$ cat src/rtl/block_plotter.sv
// Rectangle plotter: streams a BLK_W x BLK_H block (filled/outline/erase, edge-clipped) to the VGA pixel port.
// Latency: first pixel one cycle after the start edge is taken, one pixel per clock, done one cycle after the last pixel.
// Backpressure: none; start is honoured only when idle and dropped while busy.
module block_plotter #(
    parameter int X_W      = 8,
    parameter int Y_W      = 7,
    parameter int C_W      = 3,
    parameter int BLK_W    = 4,
    parameter int BLK_H    = 4,
    parameter int SCREEN_W = 160,
    parameter int SCREEN_H = 120,
    parameter logic [C_W-1:0] BG_COLOUR = 3'b000
) (
    input  logic           clk,
    input  logic           reset,
    input  logic           start,
    input  logic [X_W-1:0] x_in,
    input  logic [Y_W-1:0] y_in,
    input  logic [C_W-1:0] colour_in,
    input  logic           erase,
    input  logic           outline,
    output logic [X_W-1:0] x_out,
    output logic [Y_W-1:0] y_out,
    output logic [C_W-1:0] colour_out,
    output logic           plot,
    output logic           busy,
    output logic           done
);

    typedef enum logic [1:0] {IDLE, DRAW, DONE} state_t;

    localparam logic [X_W-1:0] CX_LAST = X_W'(BLK_W - 1);
    localparam logic [Y_W-1:0] CY_LAST = Y_W'(BLK_H - 1);
    localparam logic [X_W:0]   SCR_W   = (X_W+1)'(SCREEN_W);
    localparam logic [Y_W:0]   SCR_H   = (Y_W+1)'(SCREEN_H);

    state_t         state;
    logic [X_W-1:0] x0;
    logic [X_W-1:0] cx;
    logic [Y_W-1:0] y0;
    logic [Y_W-1:0] cy;
    logic [C_W-1:0] col;
    logic           outl;

    logic [X_W:0]   x_sum;
    logic [Y_W:0]   y_sum;
    logic           last_col;
    logic           last_row;
    logic           on_border;
    logic           in_screen;

    // One extra sum bit keeps blocks past the right/bottom edge from wrapping onto column/row 0.
    assign x_sum     = {1'b0, x0} + {1'b0, cx};
    assign y_sum     = {1'b0, y0} + {1'b0, cy};
    assign last_col  = (cx == CX_LAST);
    assign last_row  = (cy == CY_LAST);
    assign on_border = (cx == '0) || last_col || (cy == '0) || last_row;
    assign in_screen = (x_sum < SCR_W) && (y_sum < SCR_H);

    always_ff @(posedge clk) begin
        if (reset) begin
            state      <= IDLE;
            x0         <= '0;
            y0         <= '0;
            cx         <= '0;
            cy         <= '0;
            col        <= '0;
            outl       <= 1'b0;
            x_out      <= '0;
            y_out      <= '0;
            colour_out <= '0;
            plot       <= 1'b0;
            busy       <= 1'b0;
            done       <= 1'b0;
        end else begin
            case (state)
                IDLE: begin
                    plot <= 1'b0;
                    busy <= 1'b0;
                    done <= 1'b0;
                    if (start) begin
                        x0    <= x_in;
                        y0    <= y_in;
                        col   <= erase ? BG_COLOUR : colour_in;
                        outl  <= outline;
                        cx    <= '0;
                        cy    <= '0;
                        state <= DRAW;
                    end
                end
                DRAW: begin
                    x_out      <= x_sum[X_W-1:0];
                    y_out      <= y_sum[Y_W-1:0];
                    colour_out <= col;
                    plot       <= in_screen && (!outl || on_border);
                    busy       <= 1'b1;
                    done       <= 1'b0;
                    // Suppressed pixels still advance the sweep so its length never varies.
                    if (last_col) begin
                        cx <= '0;
                        if (last_row) begin
                            cy    <= '0;
                            state <= DONE;
                        end else begin
                            cy <= cy + 1'b1;
                        end
                    end else begin
                        cx <= cx + 1'b1;
                    end
                end
                DONE: begin
                    plot  <= 1'b0;
                    busy  <= 1'b1;
                    done  <= 1'b1;
                    state <= IDLE;
                end
                default: begin
                    plot  <= 1'b0;
                    busy  <= 1'b0;
                    done  <= 1'b0;
                    state <= IDLE;
                end
            endcase
        end
    end

endmodule

$ cat config.mk
export PLATFORM = sky130hd
export DESIGN_NAME = block_plotter
export DESIGN_NICKNAME = d
export VERILOG_FILES = /design/src/rtl/block_plotter.sv
export SDC_FILE = /design/constraint.sdc
export NUM_CORES = 1
export LEC_CHECK = 0
export ABC_AREA = 1
export CAP_MARGIN = 30
export CORE_ASPECT_RATIO = 0.7
export CORE_MARGIN = 3
export CORE_UTILIZATION = 35
export DETAILED_ROUTE_END_ITERATION = 16
export GPL_TIMING_DRIVEN = 0
export SETUP_SLACK_MARGIN = 0.3
export SYNTH_ARGS = -nofsm -noshare
export SYNTH_HDL_FRONTEND = slang
export SYNTH_SLANG_ARGS = --single-unit
$ cat constraint.sdc
create_clock -name clk -period 1.6 [get_ports clk]
set_clock_uncertainty 0.1 [all_clocks]
set_input_delay 0.48 -clock clk [delete_from_list [all_inputs] [get_ports clk]]
set_output_delay 0.48 -clock clk [all_outputs]
set_load 0.05 [all_outputs]
==> impl_metrics.tcl <==
set metrics [dict create \
    hp-class "flip-flop to flip-flop" \
    drv_cap 0 \
    rsz0062_at_grt "true" \
    yosys_register_bits 57 \
    yosys-top-cells-count "nor2_1 (81), nand2_1 (78), dfxtp_1 (57)" \
    syn_inst 437 \
    r2r_cells 8 \
    wirelength_mm 11.0 \
    top_layer_used "met4" \
    syn_area_um2 3050 \
    drive_gt1_frac 0.485 \
    r2r-start "x0[1]$_SDFFE_PP0P_" \
    cts_buffer_depth 2 \
    numCtsBuffers 9 \
    yosys-top-cells-area "dfxtp_1 (37%), nor2_1 (10%), nand2_1 (9.6%)" \
    r2r_setup_slack_ns -0.20 \
    tritoncts "yes" \
    final_util 0.654 \
    worstPathRequired_ns 1.71 \
    max_freq_mhz 554 \
    ios 44 \
    antenna_found_initial 0 \
    antenna_cells 0 \
    cpLargestDelayFamily "adder cells" \
    ys.flop_type "dfxtp_1" \
    htreeDepth 3 \
    synth_fa_ha_area_frac 0.103 \
    hold_buffers 0 \
    avgSynthCellArea_um2 6.98 \
    final_cells 656 \
    num_vias 3280 \
    p_leak_nw 2.28 \
    hold_viol_final 0 \
    wirelength_met1_mm 5.13 \
    synth_seq_area_share 0.374 \
    p_per_area_nw_per_um2 1670 \
    via_per_inst 5.00 \
    clkLatencyLatePin_ns 0.33 \
    cp.depth 8 \
    synthXorXnorAreaFrac 0.0201 \
    yosysMostFrequentCell "nor2_1" \
    critical-path-max-stage-delay_ns 0.41 \
    hold_start "outl$_SDFFE_PP0P_" \
    status "complete, but fails checks" \
    crit_path_end_kind "flip-flop" \
    min_delay_worst_endpoint "outl$_SDFFE_PP0P_" \
    r2r-end "plot$_SDFF_PP0_" \
    synthMuxAreaShare 0 \
    cpMostUsedCell "nand4_1" \
    hold_ws_ns 0.353 \
    syn_nets 484 \
    post-place-ws_ns -0.539 \
    tightest_slew_ns 0.317 \
    path_buf_inv 2 \
    ys_warn_count 0 \
    wl_met2_mm 5.10 \
    grt_max_degree 11 \
    cp.arrival_ns 1.92 \
    placed_area_um2 3890 \
    startpoint_type "flip-flop" \
    cts.clk_slew.worst_paths_ns 0.05 \
    ir_drop_mv 1.15 \
    core.rowCount 27 \
    wl_per_cell_um 16.8 \
    core-area_um2 8180 \
    violations "setup timing" \
    die_area_um2 9890 \
    seqCellArea_um2 1210 \
    die_width_um 118 \
    grt_pass1_wl_mm 16.5 \
    dp_hpwl_mm 6.73 \
    gp_congestion 0.864 \
    multi_input_area_um2 2330 \
    post-route-min-period_ns 1.80 \
    maxSlewHeadroom 0.787 \
    worstHoldPathCells 2 \
    path_cells "inv_1 -> fa_2 -> inv_2 -> nand4_1 -> nand4_1 -> nand2_2 -> a21oi_1 -> nor2_4" \
    synth_top_area_share 0.374 \
    cp_slowest_cell "fa_2" \
    drtPass1Iterations 4 \
    setup_slack_ns -0.205 \
    synth-compound-area-share 0.134 \
    synthSimpleGateAreaFrac 0.280 \
    numClockSinks 57 \
    final_antenna_net_count 0 \
    async_flop_share 0 \
    fp.dieH_um 84.1 \
    portBuffers 42 \
    dp.cells 595 \
    drt_iter0_markers 188 \
    final_max_slew_viol_count 0 \
    num-fill-cells 663 \
    final-setup-viol-count 18 \
    nets 582 \
    cts_root_buf "clkbuf_16" \
    area_growth_pct 75.2 \
    synth_top_family_by_area "simple AND/OR/NAND/NOR gates" \
    start_util 0.373 \
    netlist-cell-type-count 29 \
    crit_type "flip-flop to flip-flop" \
    route.detailed.drc 0 \
    fin_area_um2 5340 \
    synth_edf_count 0 \
    grt-ovfl-total 0 \
    yosysTopAreaCell "dfxtp_1" \
    total_power_mw 8.90 \
    crit_path_max_fanout 2 \
    finalCritPeriodShare 1.13 \
    setup_tns_ns -1.40 \
    grt_pass1_vias 3143 \
    met3_length_um 656 \
    global_route.usage.total 0.216 \
]
layer usage:
metal | global-route usage | up-vias
li1 | - | 1613
met1 | 0.293 | 1559
met2 | 0.331 | 98
met3 | 0.0637 | 10
met4 | 0.0628 | 0
met5 | 0 | -
cell usage in the layout, fill, tap and decap left out, types with 5 or more instances in the layout:
cell type        synthesis  routed
nand2_1                 78      57
nor2_1                  81      55
inv_1                   55      44
dfxtp_2                  0      35
buf_4                    0      26
buf_8                    0      23
o21ai_0                 39      21
clkdlybuf4s50_1          0      20
nor2_4                   1      19
buf_6                    0      18
nand2_2                  1      16
ha_4                     0      15
a21oi_1                 25      14
dfxtp_1                 57      14
clkbuf_16                0      12
o21ai_1                  2      12
nand3_2                  1      12
nor2_2                   1       9
nand3_1                 23       9
a21oi_2                  0       9
inv_2                    1       8
dfxtp_4                  0       8
o21ai_2                  0       7
nand4_1                  7       7
ha_1                    22       7
clkbuf_8                 0       5
nand2_4                  0       5
repair_timing:
item,in CTS,in global routing
setup endpoints to repair,76,76
pin swaps,35,36
cloned,0,2
gates resized for setup,293,78
setup buffers,27,17
flip-flops by register name, indices dropped and copies added (netlist names):
signal / count
state: 2
colour_out: 3
cx: 8
outl: 1
plot: 1
x_out: 8
done: 1
x0: 8
col: 3
cy: 7
y0: 7
busy: 1
y_out: 7
logic make-up (layout without fill, tap and decap cells):
family | count (synthesis) | in the layout
and+or+nand+nor | 203 | 203
AOI/OAI and AO/OA | 76 | 76
buffers and inverters | 70 | 173
DFF | 57 | 57
adders and majority gates | 24 | 24
xor gates and xnor gates | 7 | 7
tightest hold or removal path, stage by stage, from the launching register on:
cell and delay, ns:
dfxtp_1 0.30, inv_1 0.06, a21oi_1 0.05
power breakdown:
group          internal [mW]  total, mW  switching [mW]
logic                   2.18       4.79            2.61
registers               1.84       2.22           0.382
clock network           1.21       1.89           0.680
worst max-delay path by stage:
stage | from | endpoint | slack (ns)
after floorplan | cy[0]$_SDFFE_PP0P_ | plot$_SDFF_PP0_ | 0.02
after detailed placement | start | cy[5]$_SDFFE_PP0P_ | -0.54
after CTS | cx[0]$_SDFFE_PP0P_ | plot$_SDFF_PP0_ | -0.19
after global routing | cy[0]$_SDFFE_PP0P_ | plot$_SDFF_PP0_ | -0.30
after global placement | start | cy[5]$_SDFFE_PP0P_ | -0.52
final | x0[1]$_SDFFE_PP0P_ | plot$_SDFF_PP0_ | -0.20
area by class of cell:
cell class	count	area share
inverters	57	0.0431
clock inverters	2	0.00187
repair buffers	88	0.181
plain buffers	12	0.0297
well taps	116	0.0272
flip-flops and latches	57	0.227
clock buffers	14	0.0532
multi-input cells	310	0.437
(Power assumes the default switching activity.)
